### config.mk
export PLATFORM = sky130hd
export DESIGN_NAME = instr_fetch_ctrl
export DESIGN_NICKNAME = d
export VERILOG_FILES = /design/src/rtl/instr_fetch_ctrl.sv
export SDC_FILE = /design/constraint.sdc
export NUM_CORES = 1
export LEC_CHECK = 0
export ABC_AREA = 1
export CAP_MARGIN = 20
export CORE_MARGIN = 2
export CORE_UTILIZATION = 36
export DETAILED_ROUTE_END_ITERATION = 8
export PLACE_DENSITY = 0.61
export SLEW_MARGIN = 20
export SYNTH_ARGS = -nofsm -noshare
export SYNTH_HDL_FRONTEND = slang
export SYNTH_SLANG_ARGS = --single-unit
### constraint.sdc
create_clock -name clk -period 13.07 [get_ports clk]
set_input_delay 2.614 -clock clk [delete_from_list [all_inputs] [get_ports clk]]
set_output_delay 2.614 -clock clk [all_outputs]
set_load 0.05 [all_outputs]
### src/rtl/instr_fetch_ctrl.sv
// Instruction fetch sequencer: owns the fetch PC, tracks the single in-flight
// read to instruction_mem and buffers responses in a 2-entry skid FIFO for decode.
module instr_fetch_ctrl #(
  parameter logic [31:0] RESET_PC = 32'h0000_0000,
  parameter int          DEPTH    = 2
) (
  input  logic        clk,
  input  logic        rst,
  input  logic        fetch_en,
  output logic [31:0] imem_addr,
  input  logic [31:0] imem_instr,
  input  logic        redirect_valid,
  input  logic [31:0] redirect_pc,
  output logic        out_valid,
  input  logic        out_ready,
  output logic [31:0] out_instr,
  output logic [31:0] out_pc,
  output logic        busy,
  output logic [31:0] stall_cycles
);

  typedef enum logic {IDLE, RUN} state_t;

  typedef struct packed {
    logic [31:0] instr;
    logic [31:0] pc;
  } entry_t;

  localparam logic [2:0] DEPTH_W = 3'(DEPTH);

  state_t      state, state_next;
  logic [31:0] fetch_pc;
  logic [31:0] inflight_pc;
  logic        inflight;
  entry_t      fifo [DEPTH];
  logic        rd_ptr, wr_ptr;
  logic [1:0]  count;
  logic [2:0]  occupancy;
  logic        pop, push, issue;

  // NOTE: sequential state is written with non-blocking assignments so every
  // register samples the pre-edge values regardless of process ordering.
  always_ff @(posedge clk or posedge rst) begin
    if (rst) state <= IDLE;
    else     state <= state_next;
  end

  // NOTE: give every combinationally assigned signal a default first so no
  // path through the case leaves it unassigned and infers a latch.
  always_comb begin
    state_next = state;
    case (state)
      IDLE:    if (fetch_en)  state_next = RUN;
      RUN:     if (!fetch_en) state_next = IDLE;
      default: state_next = IDLE;
    endcase
  end

  // Credit rule: an issue needs a FIFO slot for its response, counting the
  // word already in flight; a same-cycle pop frees one slot.
  always_comb begin
    occupancy = {1'b0, count} + {2'b00, inflight};
    out_valid = (count != 2'd0) & ~redirect_valid;
    pop       = out_valid & out_ready;
    push      = inflight & ~redirect_valid;
    issue     = (state == RUN) & fetch_en & ~redirect_valid &
                ((occupancy < DEPTH_W) | ((occupancy == DEPTH_W) & pop));
    busy      = (state == RUN) | inflight | (count != 2'd0);
  end

  // NOTE: the FIFO storage is reset too, so out_instr/out_pc read 0 out of reset
  // instead of whatever the flops powered up with.
  always_ff @(posedge clk or posedge rst) begin
    if (rst) begin
      fetch_pc    <= RESET_PC;
      inflight    <= 1'b0;
      inflight_pc <= 32'h0;
      rd_ptr      <= 1'b0;
      wr_ptr      <= 1'b0;
      count       <= 2'd0;
      for (int i = 0; i < DEPTH; i++) fifo[i] <= '0;
    end else if (redirect_valid) begin
      fetch_pc <= redirect_pc & ~32'h3;
      inflight <= 1'b0;
      rd_ptr   <= 1'b0;
      wr_ptr   <= 1'b0;
      count    <= 2'd0;
    end else begin
      inflight <= issue;
      if (issue) begin
        inflight_pc <= fetch_pc;
        fetch_pc    <= fetch_pc + 32'd4;
      end
      if (push) begin
        fifo[wr_ptr] <= '{instr: imem_instr, pc: inflight_pc};
        wr_ptr       <= ~wr_ptr;
      end
      if (pop) rd_ptr <= ~rd_ptr;
      case ({push, pop})
        2'b10:   count <= count + 2'd1;
        2'b01:   count <= count - 2'd1;
        default: count <= count;
      endcase
    end
  end

  always_ff @(posedge clk or posedge rst) begin
    if (rst)
      stall_cycles <= 32'h0;
    else if ((state == RUN) && out_ready && !out_valid && (stall_cycles != 32'hFFFF_FFFF))
      stall_cycles <= stall_cycles + 32'd1;
  end

  assign imem_addr = fetch_pc;
  assign out_instr = fifo[rd_ptr].instr;
  assign out_pc    = fifo[rd_ptr].pc;

endmodule

# After elaboration in Yosys (flattened, before gate mapping)
# Index checks and enable logic that the tools add are counted.
# word_totals
out_inout_bits	130
elab_cells	68
ff_bits	230
# op_classes
mux	16
n_eq_ne	4
order_cmp	4
bitwise_logic	15
addsub	5
n_reduce_logical	12
# ops
operator	count
2-to-1 mux 64 bit	4
bitwise mux 128 bit	1
demux 64 bit (select 1 bit)	1
2-to-1 mux 32 bit	2
adder 32 x 1 -> 32 bit (second input constant)	1
adder 32 x 3 -> 32 bit (second input constant)	1
inequality test 32 bit (second input constant)	1
nonzero test 2 bit	4
AND 1 bit	7
2-to-1 mux 1 bit	6
>= comparator 2 bit (second input constant)	2
logical AND 1 bit	4
NOT 1 -> 2 bit	2
one-hot mux 2 bit (2 select lines)	1
AND reduction 2 bit	2
adder 2 x 1 -> 3 bit	1
equality test 3 x 2 -> 1 bit (second input constant)	1
less-than comparator 3 x 2 -> 1 bit (second input constant)	1
NOT 1 bit	3
OR 1 bit	3
nonzero test 3 bit	1
adder 2 x 1 -> 2 bit (second input constant)	1
equality test 2 x 1 -> 1 bit (second input constant)	1
equality test 2 bit (second input constant)	1
other kinds (4)	4

# Longest topological paths before layout
# Gate-level depths: netlist of run 1.
# depth
word_depth	8
ltp_mapped	12
mapped_depth_nobuf	12

# Least setup slack after synthesis of run 1
# Ideal clock, no wire load.
# synth_timing
path_kind	in2out
start	input redirect_valid
end	output out_valid
n_path_buf	1
arrival_time_ns	3.096
path_slack_ns	7.360
path_stages	2
t_required_ns	10.456
cell_sequence	buf_4 -> nor2_4
# synth_between
elab_chain_cells	2
# synth_lines
element	line	text
start, declared	12	input logic redirect_valid,
NOT 1 bit (no source line)	n/a	
AND 1 bit	63	out_valid = (count != 2'd0) & ~redirect_valid;
end, declared	14	output logic out_valid,
# No other way between the ends.

# Final worst setup path of run 1
# Ends and elaborated chain as after synthesis.

==> results of run 1 <==
==> cells by family (layout without fill, tap and decap cells) <==
logic type	Yosys count	count (layout)	share of synthesized area
DFF	222	222	0.501
xor gates and xnor gates	20	20	0.0158
other	1	4	0.000338
and+or+nand+nor	670	670	0.252
muxes	62	62	0.0629
adders and majority gates	5	5	0.00564
buffers and inverters	189	373	0.0745
AOI/OAI and AO/OA	191	191	0.0881
==> where the power goes <==
group | total [W] | leakage (nW) | switching, W | internal [W]
sequential | 0.00100 | 2.91 | 0.000125 | 0.000878
combinational | 0.00115 | 3.20 | 0.000741 | 0.000411
clock | 0.000745 | 0.432 | 0.000285 | 0.000460
==> layout by cell type, fill, tap and decap left out, types with 2 or more instances in the layout <==
cell             instances
a21boi_0                 4
a21oi_1                  4
buf_4                    8
bufinv_16                3
clkbuf_1                 6
clkbuf_16               27
clkbuf_8                 4
clkdlybuf4s50_1        192
clkinv_2                 2
clkinv_4                 2
conb_1                   4
dfrtp_1                221
ha_1                     5
inv_1                  124
mux2_2                  62
nand2_1                463
nand2_2                  5
nand2_4                  3
nand3_1                 82
nand3_2                  3
nand3_4                  2
nand3b_1                14
nor2_1                  86
nor2_2                   6
nor2_4                   3
o21ai_0                167
o21ai_1                 13
o21ai_2                  2
xnor2_1                  7
xor2_1                  13
==> layer usage <==
layer,share of wire,GRT usage,wire length [um],vias up
met5,0,0,0,-
met4,0.012,0.0315,338,0
met3,0.054,0.0276,1490,27
met2,0.46,0.275,12700,224
met1,0.47,0.240,13000,4242
li1,-,-,-,4659
==> worst max-delay path by stage <==
stage	slack, ns	to
2_1_floorplan	4.38	count[0]$_DFFE_PP0P_
3_3_place_gp	6.14	out_valid
3_5_place_dp	6.14	out_valid
4_1_cts	6.14	out_valid
5_1_grt	6.10	out_valid
6_report	6.14	out_valid
==> sequential cells by signal (all words and copies together) (netlist names) <==
name          cells
state             1
fifo            124
stall_cycles     32
inflight          1
count             2
wr_ptr            1
imem_addr        30
rd_ptr            1
inflight_pc      30
==> through the flow <==
stage | util | total power (W) | cell area [um2] | worst slack, ns | cells
after floorplan | - | 0.00181 | 11100 | 4.38 | 1363
after global placement | 0.436 | 0.00216 | 13300 | 6.14 | 1897
after detailed placement | 0.436 | 0.00218 | 13300 | 6.14 | 1897
after CTS | 0.465 | 0.00294 | 14100 | 6.14 | 1943
after global routing | 0.465 | 0.00306 | 14100 | 6.10 | 1943
final | 0.465 | 0.00290 | 14100 | 6.14 | 1943
==> layout make-up <==
cell class | count | area (um2) | share of cell area
Tap cell | 396 | 495 | 0.0350
Clock inverter | 9 | 134 | 0.00947
Timing Repair Buffer | 200 | 1980 | 0.140
Multi-Input combinational cell | 952 | 4740 | 0.335
Inverter | 127 | 484 | 0.0342
Clock buffer | 37 | 753 | 0.0533
Sequential cell | 222 | 5560 | 0.393
==> critical path, stage by stage <==
cell	delay, ns
clkdlybuf4s50_1	0.39
buf_4	0.26
nor2_4	0.20
clkdlybuf4s50_1	0.83
==> summary.md, run 1 <==
| Metric | Value |
|---|---|
| Setup violators final | `0` |
| FF-to-FF End | `imem_addr[11]$_DFFE_PP0P_` |
| Share of the synthesized area in the top cell type | `0.501` |
| R2R setup slack | `10.26 ns` |
| Critical path capture point type | `output port` |
| Fillers | `3,003` |
| Via-to-Cell Ratio | `4.71` |
| Core area | `30,400 um2` |
| TritonCTS buffer count | `26` |
| Worst Max-Slew Pin Slew | `1.05 ns` |
| Vert. Die Dim | `180 um` |
| CTS sink cnt | `222` |
| I/O Buffers | `192` |
| Status | `finished clean` |
| Most common cell in the netlist | `nand2_1` |
| Synth Cell Area | `11,100 um2` |
| Post-synth top cells | `nand2_1, dfrtp_1, o21ai_0, inv_1, nor2_1` |
| Die area | `32,200 um2` |
| Slew headroom | `0.295` |
| FMAX | `0.144 GHz` |
| Synthesized area per cell | `8.16 um2` |
| Crit path max fanout | `37` |
| Unrepaired setup endpoints after global routing | `false` |
| Initial core utilization | `0.365` |
| Max-slew violations | `0` |
| Routed len/inst | `14.2 um` |
| Post-layout min period | `6.93 ns` |
| Worst hold margin | `0.478 ns` |
| HP Class | `reg2reg` |
| Iter 0 DRT Violations | `502` |
| RePlAce Congestion | `0.832` |
| Post-Route WL | `27,500 um` |
| DR vias | `9,152` |
| Crit share post-route | `0.530` |
| Flops & latches, synth | `222` |
| Vias in the first global route | `8,931` |
| Initial antenna violation count | `0` |
| # resized after CTS | `0` |
| Final Hold Vio Count | `0` |
| Worst-Skew Late Latency | `0.52 ns` |
| Critical path origin | `redirect_valid` |
| Reg2reg path depth | `13` |
| Total track usage | `0.169` |
| CP startpoint kind | `input pin` |
| CTS Hold Bufs | `0` |
| Cell Pwr Density | `205 nW/um2` |
| CP Class | `in2out` |
| HP Start | `fifo[2]$_DFFE_PP0P_` |
| Synth area leaders | `dfrtp_1, nand2_1, o21ai_0` |
| Proportion of layout cells with a drive suffix above 1 | `0.0899` |
| Hold endpoint | `fifo[2]$_DFFE_PP0P_` |
| DR pass1 iterations | `5` |
| Number of antenna diodes | `0` |
| Area leader, netlist | `dfrtp_1` |
| Worst-path clk slew | `0.06 ns` |
| Hpwl dp | `18,200 um` |
| Max rail drop VDD | `93.4 uV` |
| Top-level port count | `199` |
| Htree depth | `1` |
| CP Data Required Time | `10.46 ns` |
| Total grt overflow | `0` |
| R2R Path Start | `inflight$_DFF_PP0_` |
| Synth Flop Type | `dfrtp_1` |
| Area grow syn2layout | `27.5%` |
| Leakage dissipation | `6.54 nW` |
| Antenna-violating nets left | `0` |
| Setup TNS | `0 ns` |
| Worst Hold Depth | `2` |
| Clock Tree Buf Depth | `3` |
| Yosys warns | `0` |
| Seq/Total Area, Yosys | `0.501` |
| First-pass GRT wire length | `45,700 um` |
| Post-synth EDFFs | `0` |
| # nets final | `1,603` |
| Worst Skew | `0.0208 ns` |
| Pin count of the biggest net entering global routing | `107` |
| Post-CTS Setup Bufs | `0` |
| Die Span X | `180 um` |
| # Max-Cap Violations | `0` |
| Count of cell types in the netlist | `31` |
| Post-Syn Instances | `1,360` |
| Async SR Flop Fraction | `1.00` |
| FP Rows | `64` |
| Critical path arrival | `4.31 ns` |
| # DRC | `0` |
| TritonCTS clock tree | `yes` |
| Clk root buf | `clkbuf_16` |
Power figures use the tool's default switching activity.
==> inputs of run 2 (changes only) <==
--- a/config.mk
+++ b/config.mk
@@ -10,7 +10,7 @@
 export CORE_MARGIN = 2
 export CORE_UTILIZATION = 36
 export DETAILED_ROUTE_END_ITERATION = 8
-export PLACE_DENSITY = 0.61
+export PLACE_DENSITY = 0.63
 export SLEW_MARGIN = 20
 export SYNTH_ARGS = -nofsm -noshare
 export SYNTH_HDL_FRONTEND = slang
==> constraint.sdc (replaced) <==
create_clock -name clk -period 6.2 [get_ports clk]
set_input_delay 1.24 -clock clk [delete_from_list [all_inputs] [get_ports clk]]
set_output_delay 1.24 -clock clk [all_outputs]
set_load 0.05 [all_outputs]
==> run 2 against run 1 <==
Compared with the run above: worst hold slack got worse by 0.00062 ns; critical path depth down 1; combinational power rose by 110%; critical endpoint is now out_instr[17]; first-iteration DRC count shrank 15%; sequential share of layout area is 0.052 points higher; highest routed layer unchanged; register-to-register slack lost 6.4 ns; sequential power rose by 110%; power rose by 110%; die area did not move; global-route usage decreased by 0.18 points.
==> summary.md, run 2 (same netlist as run 1, synthesis figures left out) <==
| Metric | Value |
|---|---|
| Status | `finished clean` |
| Critical path's top delay family | `buffers and inverters` |
| TritonCTS clock tree | `yes` |
| Non-Filler Instances | `1,942` |
| FP Rows | `64` |
| Most common cell after layout, fill and taps aside | `nand2_1` |
| GR peak layer | `met2` |
| Leakage dissipation | `6.54 nW` |
| DR pass1 iterations | `5` |
| Antenna-violating nets left | `0` |
| Worst-path clk slew | `0.06 ns` |
| Cell Pwr Density | `430 nW/um2` |
| Unrepaired setup endpoints after global routing | `false` |
| Via-to-Cell Ratio | `4.70` |
| First-pass GRT wire length | `45,500 um` |
| Setup TNS | `0 ns` |
| I/O Buffers | `192` |
| Worst-path cell chain | `buf_4 -> mux2_2 -> clkdlybuf4s50_1` |
| # Max-Cap Violations | `0` |
| Crit path max fanout | `43` |
| # nets final | `1,602` |
| Proportion of layout cells with a drive suffix above 1 | `0.0906` |
| Htree depth | `1` |
| Max rail drop VDD | `206 uV` |
| HP Class | `reg2reg` |
| Slowest-stage cell, CP | `dfrtp_2` |
| FMAX | `0.226 GHz` |
| Commonest non-fill, non-tap cells in the layout | `nand2_1, dfrtp_1, clkdlybuf4s50_1` |
| RePlAce Congestion | `0.901` |
| Initial core utilization | `0.365` |
| Total grt overflow | `0` |
| TritonCTS buffer count | `24` |
| GR Util met1 | `0.236` |
| Post-layout min period | `4.42 ns` |
| Worst-Skew Late Latency | `0.53 ns` |
| Biggest regs | `fifo x124, stall_cycles x32` |
| Die Span X | `180 um` |
| GR Util met3 | `0.0243` |
| # resized after CTS | `0` |
| Worst Path Buf+Inv | `2` |
| Final Hold Vio Count | `0` |
| Iter 0 DRT Violations | `426` |
| CP startpoint kind | `register` |
| Max reg flops | `124` |
| DR vias | `9,121` |
| Initial antenna violation count | `0` |
| Max-slew violations | `0` |
| Critical path capture point type | `output port` |
| # DRC | `0` |
| Clock Tree Buf Depth | `3` |
| Crit path largest cell delay | `1.05 ns` |
| Core area | `30,400 um2` |
| Worst Max-Slew Pin Slew | `1.06 ns` |
| CP Data Required Time | `4.96 ns` |
| Top-level port count | `199` |
| Vias in the first global route | `8,779` |
| Slew headroom | `0.294` |
| Area grow syn2layout | `27.3%` |
| Met2 GRT Util | `0.277` |
| CP Class | `reg2out` |
| Most flop-heavy register | `fifo` |
| Number of antenna diodes | `0` |
| CTS Hold Bufs | `0` |
| Worst Skew | `0.0153 ns` |
| Total track usage | `0.167` |
| Pin count of the biggest net entering global routing | `135` |
| Hpwl dp | `18,800 um` |
| Routed len/inst | `14.1 um` |
| Clk root buf | `clkbuf_16` |
| Post-Route WL | `27,500 um` |
| Critical path arrival | `3.18 ns` |
| Die area | `32,200 um2` |
| Vert. Die Dim | `180 um` |
| CTS sink cnt | `222` |
| Placed cell count | `1,897` |
| Crit share post-route | `0.714` |
| Post-CTS Setup Bufs | `0` |
| Setup violators final | `0` |
==> run 2: cell count changes in the layout (fill, tap and decap cells not counted), sizes merged <==
cell	before	now
clkbuf	37	32
bufinv	3	4
inv	127	126
clkinv	5	7
buf	8	9
clkinvlp	1	2
==> run 2: metal layers <==
layer	vias to the layer above	routed length [um]
met4	0	297
met1	4252	13200
met3	26	1210
met2	196	12700
li1	4647	-
met5	-	0
==> run 2: power breakdown <==
group	total [W]	internal (W)	switching (W)
clock	0.00152	0.000928	0.000595
sequential	0.00215	0.00185	0.000303
combinational	0.00239	0.000868	0.00152
==> run 2: through the flow <==
step	util	worst slack [ns]	instance area [um2]	total power [W]	hold slack (ns)
finish	0.464	1.78	14100	0.00607	0.477
global route	0.464	1.64	14100	0.00641	0.498
CTS	0.464	1.70	14100	0.00615	0.484
detailed placement	0.436	1.64	13300	0.00459	0.469
global placement	0.436	1.70	13300	0.00455	0.461
floorplan	-	2.06	11100	0.00382	0.448
==> run 2: cell type report <==
cell class,count,area [um2]
multi-input combinational,952,4740
fill,3003,16300
clock inverter,12,174
tap,396,495
sequential,222,5560
timing repair buffer,201,2010
clock buffer,32,671
inverter,127,480
==> run 2: path summary, 6_finish.rpt <==
kind | from | end | slack (ns) | cells past startpoint
hold reg to reg | fifo[81]$_DFFE_PP0P_ | fifo[81]$_DFFE_PP0P_ | 0.48 | 2
setup / recovery | rd_ptr$_DFFE_PP0P_ | out_instr[17] | 1.78 | 3
setup reg to reg | inflight$_DFF_PP0_ | imem_addr[14]$_DFFE_PP0P_ | 3.87 | 11
max in group asynchronous | rst | imem_addr[24]$_DFFE_PP0P_ | 3.87 | 3
min in group asynchronous | rst | fifo[125]$_DFFE_PP0P_ | 1.14 | 2
hold / removal | fifo[81]$_DFFE_PP0P_ | fifo[81]$_DFFE_PP0P_ | 0.48 | 2
==> run 2: tightest hold or removal path: stages, from the launching register on <==
cell	delay [ns]
dfrtp_1	0.34
nand2_1	0.05
o21ai_0	0.06
==> inputs of run 3 (changes only) <==
--- a/config.mk
+++ b/config.mk
@@ -10,7 +10,7 @@
 export CORE_MARGIN = 2
 export CORE_UTILIZATION = 36
 export DETAILED_ROUTE_END_ITERATION = 8
-export PLACE_DENSITY = 0.63
+export PLACE_DENSITY = 0.61
 export SLEW_MARGIN = 20
 export SYNTH_ARGS = -nofsm -noshare
 export SYNTH_HDL_FRONTEND = slang
==> constraint.sdc (replaced) <==
create_clock -name clk -period 4.58 [get_ports clk]
set_input_delay 0.916 -clock clk [delete_from_list [all_inputs] [get_ports clk]]
set_output_delay 0.916 -clock clk [all_outputs]
set_load 0.05 [all_outputs]
==> run 3 against run 2 <==
Compared with the run above: register-to-register slack worse by 1.6 ns; combinational power increased by 38%; via count is 0.46% higher; clock-buffer cell count increased by 3; power is 39% higher; cell count is 0.31% higher; critical path depth unchanged; first-iteration DRC count rose by 28%; sequential share of layout area decreased by 0.47 points; clock skew shrank 0.0046 ns; critical path type unchanged; flip-flop and latch count unchanged; final area increased by 1.2%; highest routed layer unchanged.
==> summary.md, run 3 (same netlist as run 1, synthesis figures left out) <==
| Metric | Value |
|---|---|
| GR Util met3 | `0.0219` |
| Initial antenna violation count | `0` |
| Max-slew violations | `0` |
| Proportion of layout cells with a drive suffix above 1 | `0.0947` |
| FF/Latch Area | `5560 um2` |
| Worst Max-Slew Pin Slew | `0.851 ns` |
| Setup TNS | `0 ns` |
| Leakage dissipation | `6.61 nW` |
| GR peak layer | `met2` |
| FMAX | `0.293 GHz` |
| Clk root buf | `clkbuf_16` |
| # nets final | `1,606` |
| Met2 GRT Util | `0.282` |
| Critical path capture point type | `output port` |
| FF-to-FF End | `imem_addr[7]$_DFFE_PP0P_` |
| Reg2reg path depth | `13` |
| Worst-path clk slew | `0.06 ns` |
| Final Hold Vio Count | `0` |
| Vert. Die Dim | `180 um` |
| Via-to-Cell Ratio | `4.70` |
| TritonCTS clock tree | `yes` |
| Routed len/inst | `14.3 um` |
| CP Capture Point | `out_pc[13]` |
| Crit share post-route | `0.746` |
| DR pass1 iterations | `5` |
| CP Class | `reg2out` |
| Fillers | `2,989` |
| CP Data Required Time | `3.66 ns` |
| R2R setup slack | `2.24 ns` |
| Iter 0 DRT Violations | `547` |
| # resized after CTS | `0` |
| CP startpoint kind | `register` |
| First-pass GRT wire length | `46,600 um` |
| Status | `finished clean` |
| RePlAce Congestion | `0.888` |
| Multi-input gate area | `4740 um2` |
| Crit path max fanout | `36` |
| Critical path origin | `rd_ptr$_DFFE_PP0P_` |
| Biggest regs | `fifo x124, stall_cycles x32` |
| Vias in the first global route | `9,040` |
| CTS sink cnt | `222` |
| Post-layout min period | `3.42 ns` |
| Non-Filler Instances | `1,948` |
| Slowest-stage cell, CP | `clkdlybuf4s50_1` |
| Total track usage | `0.173` |
| # DRC | `0` |
| Antenna-violating nets left | `0` |
| # Max-Cap Violations | `0` |
| Max reg flops | `124` |
| Hpwl dp | `19,100 um` |
| CTS Hold Bufs | `0` |
| Die area | `32,200 um2` |
| Initial core utilization | `0.365` |
| Slew headroom | `0.432` |
| Unrepaired setup endpoints after global routing | `false` |
| GR Util met1 | `0.242` |
| DR vias | `9,163` |
| TritonCTS buffer count | `26` |
| Die Span X | `180 um` |
| Max rail drop VDD | `310 uV` |
| Critical path arrival | `2.50 ns` |
| Crit path largest cell delay | `0.72 ns` |
| Setup violators final | `0` |
| Worst-path cell chain | `buf_4 -> mux2_2 -> clkdlybuf4s50_1` |
| Worst Skew | `0.0107 ns` |
| FP Rows | `64` |
| Most flop-heavy register | `fifo` |
| Number of antenna diodes | `0` |
| Placed cell count | `1,900` |
| Top-level port count | `199` |
| Pin count of the biggest net entering global routing | `87` |
| HP Class | `reg2reg` |
| Cell Pwr Density | `590 nW/um2` |
| Core area | `30,400 um2` |
| Post-CTS Setup Bufs | `0` |
| Clock Tree Buf Depth | `3` |
| Area grow syn2layout | `28.8%` |
| Total grt overflow | `0` |
| Post-Route WL | `27,800 um` |
| Htree depth | `1` |
| Commonest non-fill, non-tap cells in the layout | `nand2_1, dfrtp_1, clkdlybuf4s50_1` |
| Most common cell after layout, fill and taps aside | `nand2_1` |
| Worst-Skew Late Latency | `0.53 ns` |
| R2R Path Start | `inflight$_DFF_PP0_` |
| I/O Buffers | `192` |
run 3: cell types whose count changed in the layout (fill, tap and decap cells not counted), moves of 2 or more:
cell,change
clkinv_2,-2
clkbuf_16,+3
buf_12,+4
clkinvlp_4,+2
run 3: worst max-delay path, delay by kind of cell (launching register included):
family                 cells  cell delay (ns)
flip-flops                 1             0.35
multiplexers               1             0.45
buffers and inverters      2             1.15
run 3: report_power, final:
| part | internal (W) | switching (W) | total (W) |
|---|---|---|---|
| clock network | 0.00144 | 0.000830 | 0.00227 |
| logic | 0.00118 | 0.00213 | 0.00331 |
| registers | 0.00251 | 0.000349 | 0.00285 |
run 3: layout make-up:
class,instances,share of cell area
multi-input combinational,952,0.331
tap,396,0.0347
clock inverter,13,0.0141
sequential,222,0.389
inverter,127,0.0336
clock buffer,35,0.0529
timing repair buffer,203,0.145
run 3: how the worst min path moves through the flow:
stage                          start                     to  cells after the start
2_1_floorplan   fifo[10]$_DFFE_PP0P_   fifo[10]$_DFFE_PP0P_                      2
3_3_place_gp    fifo[43]$_DFFE_PP0P_   fifo[43]$_DFFE_PP0P_                      2
3_5_place_dp    fifo[27]$_DFFE_PP0P_   fifo[27]$_DFFE_PP0P_                      2
4_1_cts         fifo[27]$_DFFE_PP0P_   fifo[27]$_DFFE_PP0P_                      2
5_1_grt        fifo[122]$_DFFE_PP0P_  fifo[122]$_DFFE_PP0P_                      2
6_report       fifo[123]$_DFFE_PP0P_  fifo[123]$_DFFE_PP0P_                      2
run 3: per-layer routing:
layer | up-vias | wire (um)
li1 | 4667 | -
met1 | 4221 | 13300
met2 | 226 | 12500
met3 | 49 | 1330
met4 | 0 | 653
met5 | - | 0
run 3: per-stage QoR:
step,util,power [W],hold slack [ns],instance area [um2],worst slack (ns)
after global placement,0.438,0.00617,0.460,13300,1.16
after floorplan,-,0.00518,0.448,11100,0.768
after detailed placement,0.438,0.00622,0.468,13300,1.16
final,0.470,0.00843,0.476,14300,1.16
after global routing,0.470,0.00889,0.498,14300,1.07
after CTS,0.470,0.00854,0.483,14300,1.12
